[src/rtl/imm_gen_pipe.sv]
// imm_gen_pipe: pipelined RISC-V immediate generator with a skid-buffered output stage
module imm_gen_pipe #(
    parameter int XLEN  = 32,
    parameter int CNT_W = 8
) (
    input  logic             clk,
    input  logic             reset_n,
    input  logic             in_valid,
    output logic             in_ready,
    input  logic [31:0]      inst,
    output logic             out_valid,
    input  logic             out_ready,
    output logic [XLEN-1:0]  imm,
    output logic [2:0]       fmt,
    output logic             illegal,
    output logic [CNT_W-1:0] illegal_cnt
);
    localparam int W = XLEN + 4;
    logic [2:0] dec_fmt;
    logic [31:0] dec_raw;
    logic [W-1:0] dec, out_q, out_d, skid_q, skid_d;
    logic out_valid_q, out_valid_d, skid_full_q, skid_full_d;
    logic [CNT_W-1:0] cnt_q, cnt_d;
    logic in_fire, out_fire;
    always_comb begin
        case (inst[6:0])
            7'h13, 7'h03, 7'h67: dec_fmt = 3'd1;
            7'h1b:               dec_fmt = XLEN == 64 ? 3'd1 : 3'd7;
            7'h23:               dec_fmt = 3'd2;
            7'h63:               dec_fmt = 3'd3;
            7'h37, 7'h17:        dec_fmt = 3'd4;
            7'h6f:               dec_fmt = 3'd5;
            7'h33:               dec_fmt = 3'd0;
            7'h3b:               dec_fmt = XLEN == 64 ? 3'd0 : 3'd7;
            default:             dec_fmt = 3'd7;
        endcase
        case (dec_fmt)
            3'd1:    dec_raw = 32'($signed(inst[31:20]));
            3'd2:    dec_raw = 32'($signed({inst[31:25], inst[11:7]}));
            3'd3:    dec_raw = 32'($signed({inst[31], inst[7], inst[30:25], inst[11:8], 1'b0}));
            3'd4:    dec_raw = {inst[31:12], 12'b0};
            3'd5:    dec_raw = 32'($signed({inst[31], inst[19:12], inst[20], inst[30:21], 1'b0}));
            default: dec_raw = '0;
        endcase
        dec = {dec_fmt == 3'd7, dec_fmt, XLEN'($signed(dec_raw))};
    end
    assign in_ready = !skid_full_q;
    assign in_fire  = in_valid && in_ready;
    assign out_fire = out_valid_q && out_ready;
    always_comb begin
        out_d       = out_q;
        out_valid_d = out_valid_q;
        skid_d      = skid_q;
        skid_full_d = skid_full_q;
        cnt_d       = (in_fire && dec_fmt == 3'd7 && cnt_q != '1) ? cnt_q + CNT_W'(1) : cnt_q;
        if (out_fire && skid_full_q) begin
            out_d       = skid_q;
            skid_full_d = 1'b0;
        end else if (in_fire && (out_fire || !out_valid_q)) begin
            out_d       = dec;
            out_valid_d = 1'b1;
        end else if (in_fire) begin
            skid_d      = dec;
            skid_full_d = 1'b1;
        end else if (out_fire) begin
            out_valid_d = 1'b0;
        end
    end
    always_ff @(posedge clk) begin
        if (!reset_n) begin
            out_q       <= '0;
            out_valid_q <= 1'b0;
            skid_q      <= '0;
            skid_full_q <= 1'b0;
            cnt_q       <= '0;
        end else begin
            out_q       <= out_d;
            out_valid_q <= out_valid_d;
            skid_q      <= skid_d;
            skid_full_q <= skid_full_d;
            cnt_q       <= cnt_d;
        end
    end
    assign out_valid   = out_valid_q;
    assign imm         = out_q[XLEN-1:0];
    assign fmt         = out_q[XLEN+2:XLEN];
    assign illegal     = out_q[XLEN+3];
    assign illegal_cnt = cnt_q;
endmodule
[config.mk]
export PLATFORM = sky130hd
export DESIGN_NAME = imm_gen_pipe
export DESIGN_NICKNAME = d
export VERILOG_FILES = /design/src/rtl/imm_gen_pipe.sv
export SDC_FILE = /design/constraint.sdc
export NUM_CORES = 1
export LEC_CHECK = 0
export CORE_MARGIN = 2
export CORE_UTILIZATION = 50
export CTS_BUF_LIST = sky130_fd_sc_hd__clkbuf_16
export CTS_CLUSTER_SIZE = 16
export DETAILED_ROUTE_END_ITERATION = 7
export PLACE_DENSITY = 0.79
export RECOVER_POWER = 50
export SETUP_SLACK_MARGIN = 0.1
export SYNTH_ARGS = -nofsm -noshare
export SYNTH_HDL_FRONTEND = slang
export SYNTH_SLANG_ARGS = --single-unit
[constraint.sdc]
create_clock -name clk -period 2.2 [get_ports clk]
set_input_delay 0.33 -clock clk [delete_from_list [all_inputs] [get_ports clk]]
set_output_delay 0.33 -clock clk [all_outputs]
set_load 0.01 [all_outputs]
==> impl_results.md, run 1 <==
- Status: finished with violations
- Violations in the final reports: max-capacitance violations, max-slew violations
- Dpl hpwl: slightly above 7000 um
- Arrival time of the worst setup path: between 2000 and 2500 ps
- LEAKAGE: roughly 2.0 nW
- Family with the most delay on the worst path: buffers and inverters
- Max stage delay on crit path: ~1200 ps
- Total Routing Usage GR: 26.7%
- Vias after detailed routing: 3713
- Routed len/inst: around 17 um
- Share of cells above drive strength 1: between 10 and 15%
- Count of final hold-check violations: 0
- Part of the power in registers: 45.6%
- DRC violation total after the first TritonRoute iteration: 235
- Setup crit end kind: flop
- Number of placed instances, taps included: 604
- Buffer and inverter count on the worst path: 1
- Vias in the first global route: 3372
- Logic depth of the worst register-to-register path: 6
- Number of library cell types mapped by synthesis: between 50 and 60
- Number of design rule violations left after detail routing: 0
- Setup total negative slack: 0 ps
- Count of non-filler cells in the finished layout: 620
- Critical path cell sequence: clkbuf_1 -> o21ai_0 -> a31oi_1
- Post-layout total power: approximately 3.5 mW
- Initial antenna violation count: 0
- Pint: approximately 2.6 mW
- Bufs on Longest Clock Path: 2
- Remaining global-route overflow: 0
- Slack of the critical path: roughly 160 ps
- Syn Nets: 461
- Setup repair after global routing missed its margin: no
- Global-route wire length before repair: 16400 um
- CP Class: input port to flop
- Ranking of synthesized cells by area: dfxtp_1 (45%), o21ai_0 (6.7%), nand2_1 (6.5%)
- Fin nets: 553
- Finish-stage setup viols: 0
- Maximum number of pins on one net before global-route repair: 40
- Worst relative slew slack: -11.9%
- Hold Crit Class: flop to flop
- Number of standard cells after synthesis: 424
- Launching element type of the critical path: input port
- Htree depth: 3
- Share of power burned in the clock network: 40.9%
- Wire length reported by the detailed router: roughly 10000 um
- Mean area per synthesized cell: approximately 8.6 sq um
- Top cells by instance count after synthesis: dfxtp_1 (82), nand2_1 (63), o21ai_0 (49)
- Worst-path maximum fanout: 39
- DP Worst Slack: -361 ps
- TritonCTS buffer count: 9
- Worst r2r src: out_valid
- Timing-limited maximum frequency: between 400 and 500 MHz
- Number of standard-cell rows in the floorplan: 31
- Area share of the leading cell type in the synthesized netlist: a little under half
- Final count of pins violating max slew: 39
- Actual transition at the worst max-transition pin: between 1500 and 2000 ps
- Most instantiated library cell after synthesis: dfxtp_1
- Cell Pwr Density: ~700 nW/um^2
- Count of pins on the block boundary: 82
- Capture point of the worst reg-to-reg path: out_q[0]
- Number of sinks handled by clock tree synthesis: about 80
- Final estimated routing congestion in global placement: about 0.85
- Netlist Area Pre-Place: about 3600 sq um
- Multi-input logic area: 1860 sq um
- Maximum VDD drop: just under 700 uV
- Share of the clock period used by the worst path after layout: around 93%
- Critical path launch point: reset_n
- Filler cells: approximately 570
- Clock tree from TritonCTS: yes
- Hold slack: roughly 450 ps
- Count of inserted antenna diode cells: 0
- Max Cap Violations: 1
- Register area: roughly 1600 sq um
- Required time reported for the critical path endpoint: between 2000 and 2500 ps
- Die width: ~89 um
- CTS clk-pin slew, worst paths: 60 ps
- Async S/R FF share, synth: 0%
- Combinational fraction of design power: between 10% and 20%
- Clock tree skew after final layout: just over 4 ps
- Die area: between 7000 and 8000 sq um
- Synth warnings: 0
- Switching power: ~860 uW
- DRT Pass-1 Iters: 6
- Starting density of the core: between 50% and 60%
- Source-to-sink clock delay at the later pin of the worst-skew pair: ~340 ps
- Worst reg2reg setup slack: between 500 and 600 ps
- Cell with the largest stage delay on the worst path: clkbuf_1
- Yosys reg bits: 82
- Proportion of synthesized chip area in sequential cells: 45.1%
- Post-CTS Hold Buffers: 0
- Switch share: roughly a quarter
- Clk Tree Root Cell: clkbuf_16
- Most used DFF post-synth: dfxtp_1
- Layout overhead on the synthesized area: 37.9%
- Average via count per standard cell: around 6
- Shortest clock period the worst path allows after layout: ~2000 ps
- Number of nets still failing antenna checks after routing: 0
- Crit path to: out_q[22]
- Post-synthesis cell type with the largest combined area: dfxtp_1
- WP depth: 3
- Die outline height: 89.4 um
- Number of enable-type register cells in the synthesized netlist: 0
- Area of the core region: 7140 sq um
- Buffers added on ports: 81
registers in the layout, summed over array words and instances (netlist names):
| signal | flops |
|---|---|
| illegal_cnt | 8 |
| out_q | 36 |
| out_valid | 1 |
| skid_full_q | 1 |
| skid_q | 36 |
what timing repair did:
action,in CTS,in global routing
hold endpoints to repair,0,0
setup endpoints to repair,22,13
gates resized for setup,2,3
buffers inserted,0,0
layout by cell type, fill, tap and decap left out, types with 4 or more instances in the layout:
cell,count
mux2i_1,7
nand3_1,15
a221oi_1,6
a21oi_1,37
dlygate4sd3_1,46
a22oi_1,11
nand4_1,4
o211ai_1,5
o21ai_0,49
nor2b_1,8
nand2b_1,6
nor2_1,13
inv_1,6
clkbuf_16,9
clkdlybuf4s50_1,34
buf_4,30
dfxtp_1,82
o221ai_1,9
a31o_2,4
nand2_1,63
a21boi_0,5
a31oi_1,20
power groups by stage:
stage          Clock (mW)  Sequential, mW  Combinational [mW]
3_3_place_gp            0            1.63               0.468
2_1_floorplan           0            1.64               0.201
5_1_grt              1.49            1.60               0.514
4_1_cts              1.45            1.60               0.486
3_5_place_dp            0            1.63               0.481
6_report             1.43            1.60               0.474
worst min-delay path by stage:
stage / slack, ps / startpoint / depth (start not counted) / end
final: 450 / out_q[34] / 2 / out_q[34]
after global placement: 440 / out_q[34] / 2 / out_q[34]
after floorplan: 440 / skid_q[31] / 2 / skid_q[31]
after global routing: 470 / out_q[34] / 2 / out_q[34]
after detailed placement: 440 / out_q[34] / 2 / out_q[34]
after CTS: 450 / out_q[34] / 2 / out_q[34]
layout make-up:
type / instances / area share, %
repair buffers: 116 / 21.9
multi-input cells: 304 / 37.1
clock inverters: 7 / 1.07
well taps: 99 / 2.47
flip-flops and latches: 82 / 32.7
inverters: 3 / 0.224
clock buffers: 9 / 4.49
worst min-delay path, cell delays in order (launching register included):
cell	delay, ps
dfxtp_1	300
nand3_1	60
nand2_1	40
cell families (layout without fill, tap and decap cells):
group	after synthesis	count (layout)	share of synthesized area, %
AO/OA/AOI/OAI	164	164	28.9
AND/OR/NAND/NOR	130	130	18.8
flip-flops	82	82	45.1
buffers and inverters	38	135	4.47
multiplexers	8	8	2.23
adder cells (fa/ha/maj)	1	1	0.343
XOR/XNOR	1	1	0.241
metrics by stage:
step                util, %  cell area, sq um
floorplan                 -              3640
global placement       66.3              4730
detailed placement     66.3              4730
CTS                    70.3              5020
global route           70.4              5020
finish                 70.4              5020
metal layers:
metal	share of wire (%)	vias up	routed length [um]	GRT usage, %
met5	0	-	0	0
met4	2.5	0	256	12.9
met3	6.7	20	701	5.82
met2	50	148	5220	44.1
met1	41	1803	4230	33.1
li1	-	1742	-	-
(Power assumes the default switching activity.)
==> inputs of run 2 (changes only) <==
==> constraint.sdc (replaced) <==
create_clock -name clk -period 2.2 [get_ports clk]
set_input_delay 0.33 -clock clk [delete_from_list [all_inputs] [get_ports clk]]
set_output_delay 0.33 -clock clk [all_outputs]
set_load 0.02 [all_outputs]
==> results of run 2 <==
Same layout as run 1 (identical final DEF). Status: finished with violations: max-capacitance violations, max-slew violations.
Main changes from that run: total power 3.50 mW -> 3.54 mW; worst IR drop on VDD 686 uV -> 687 uV
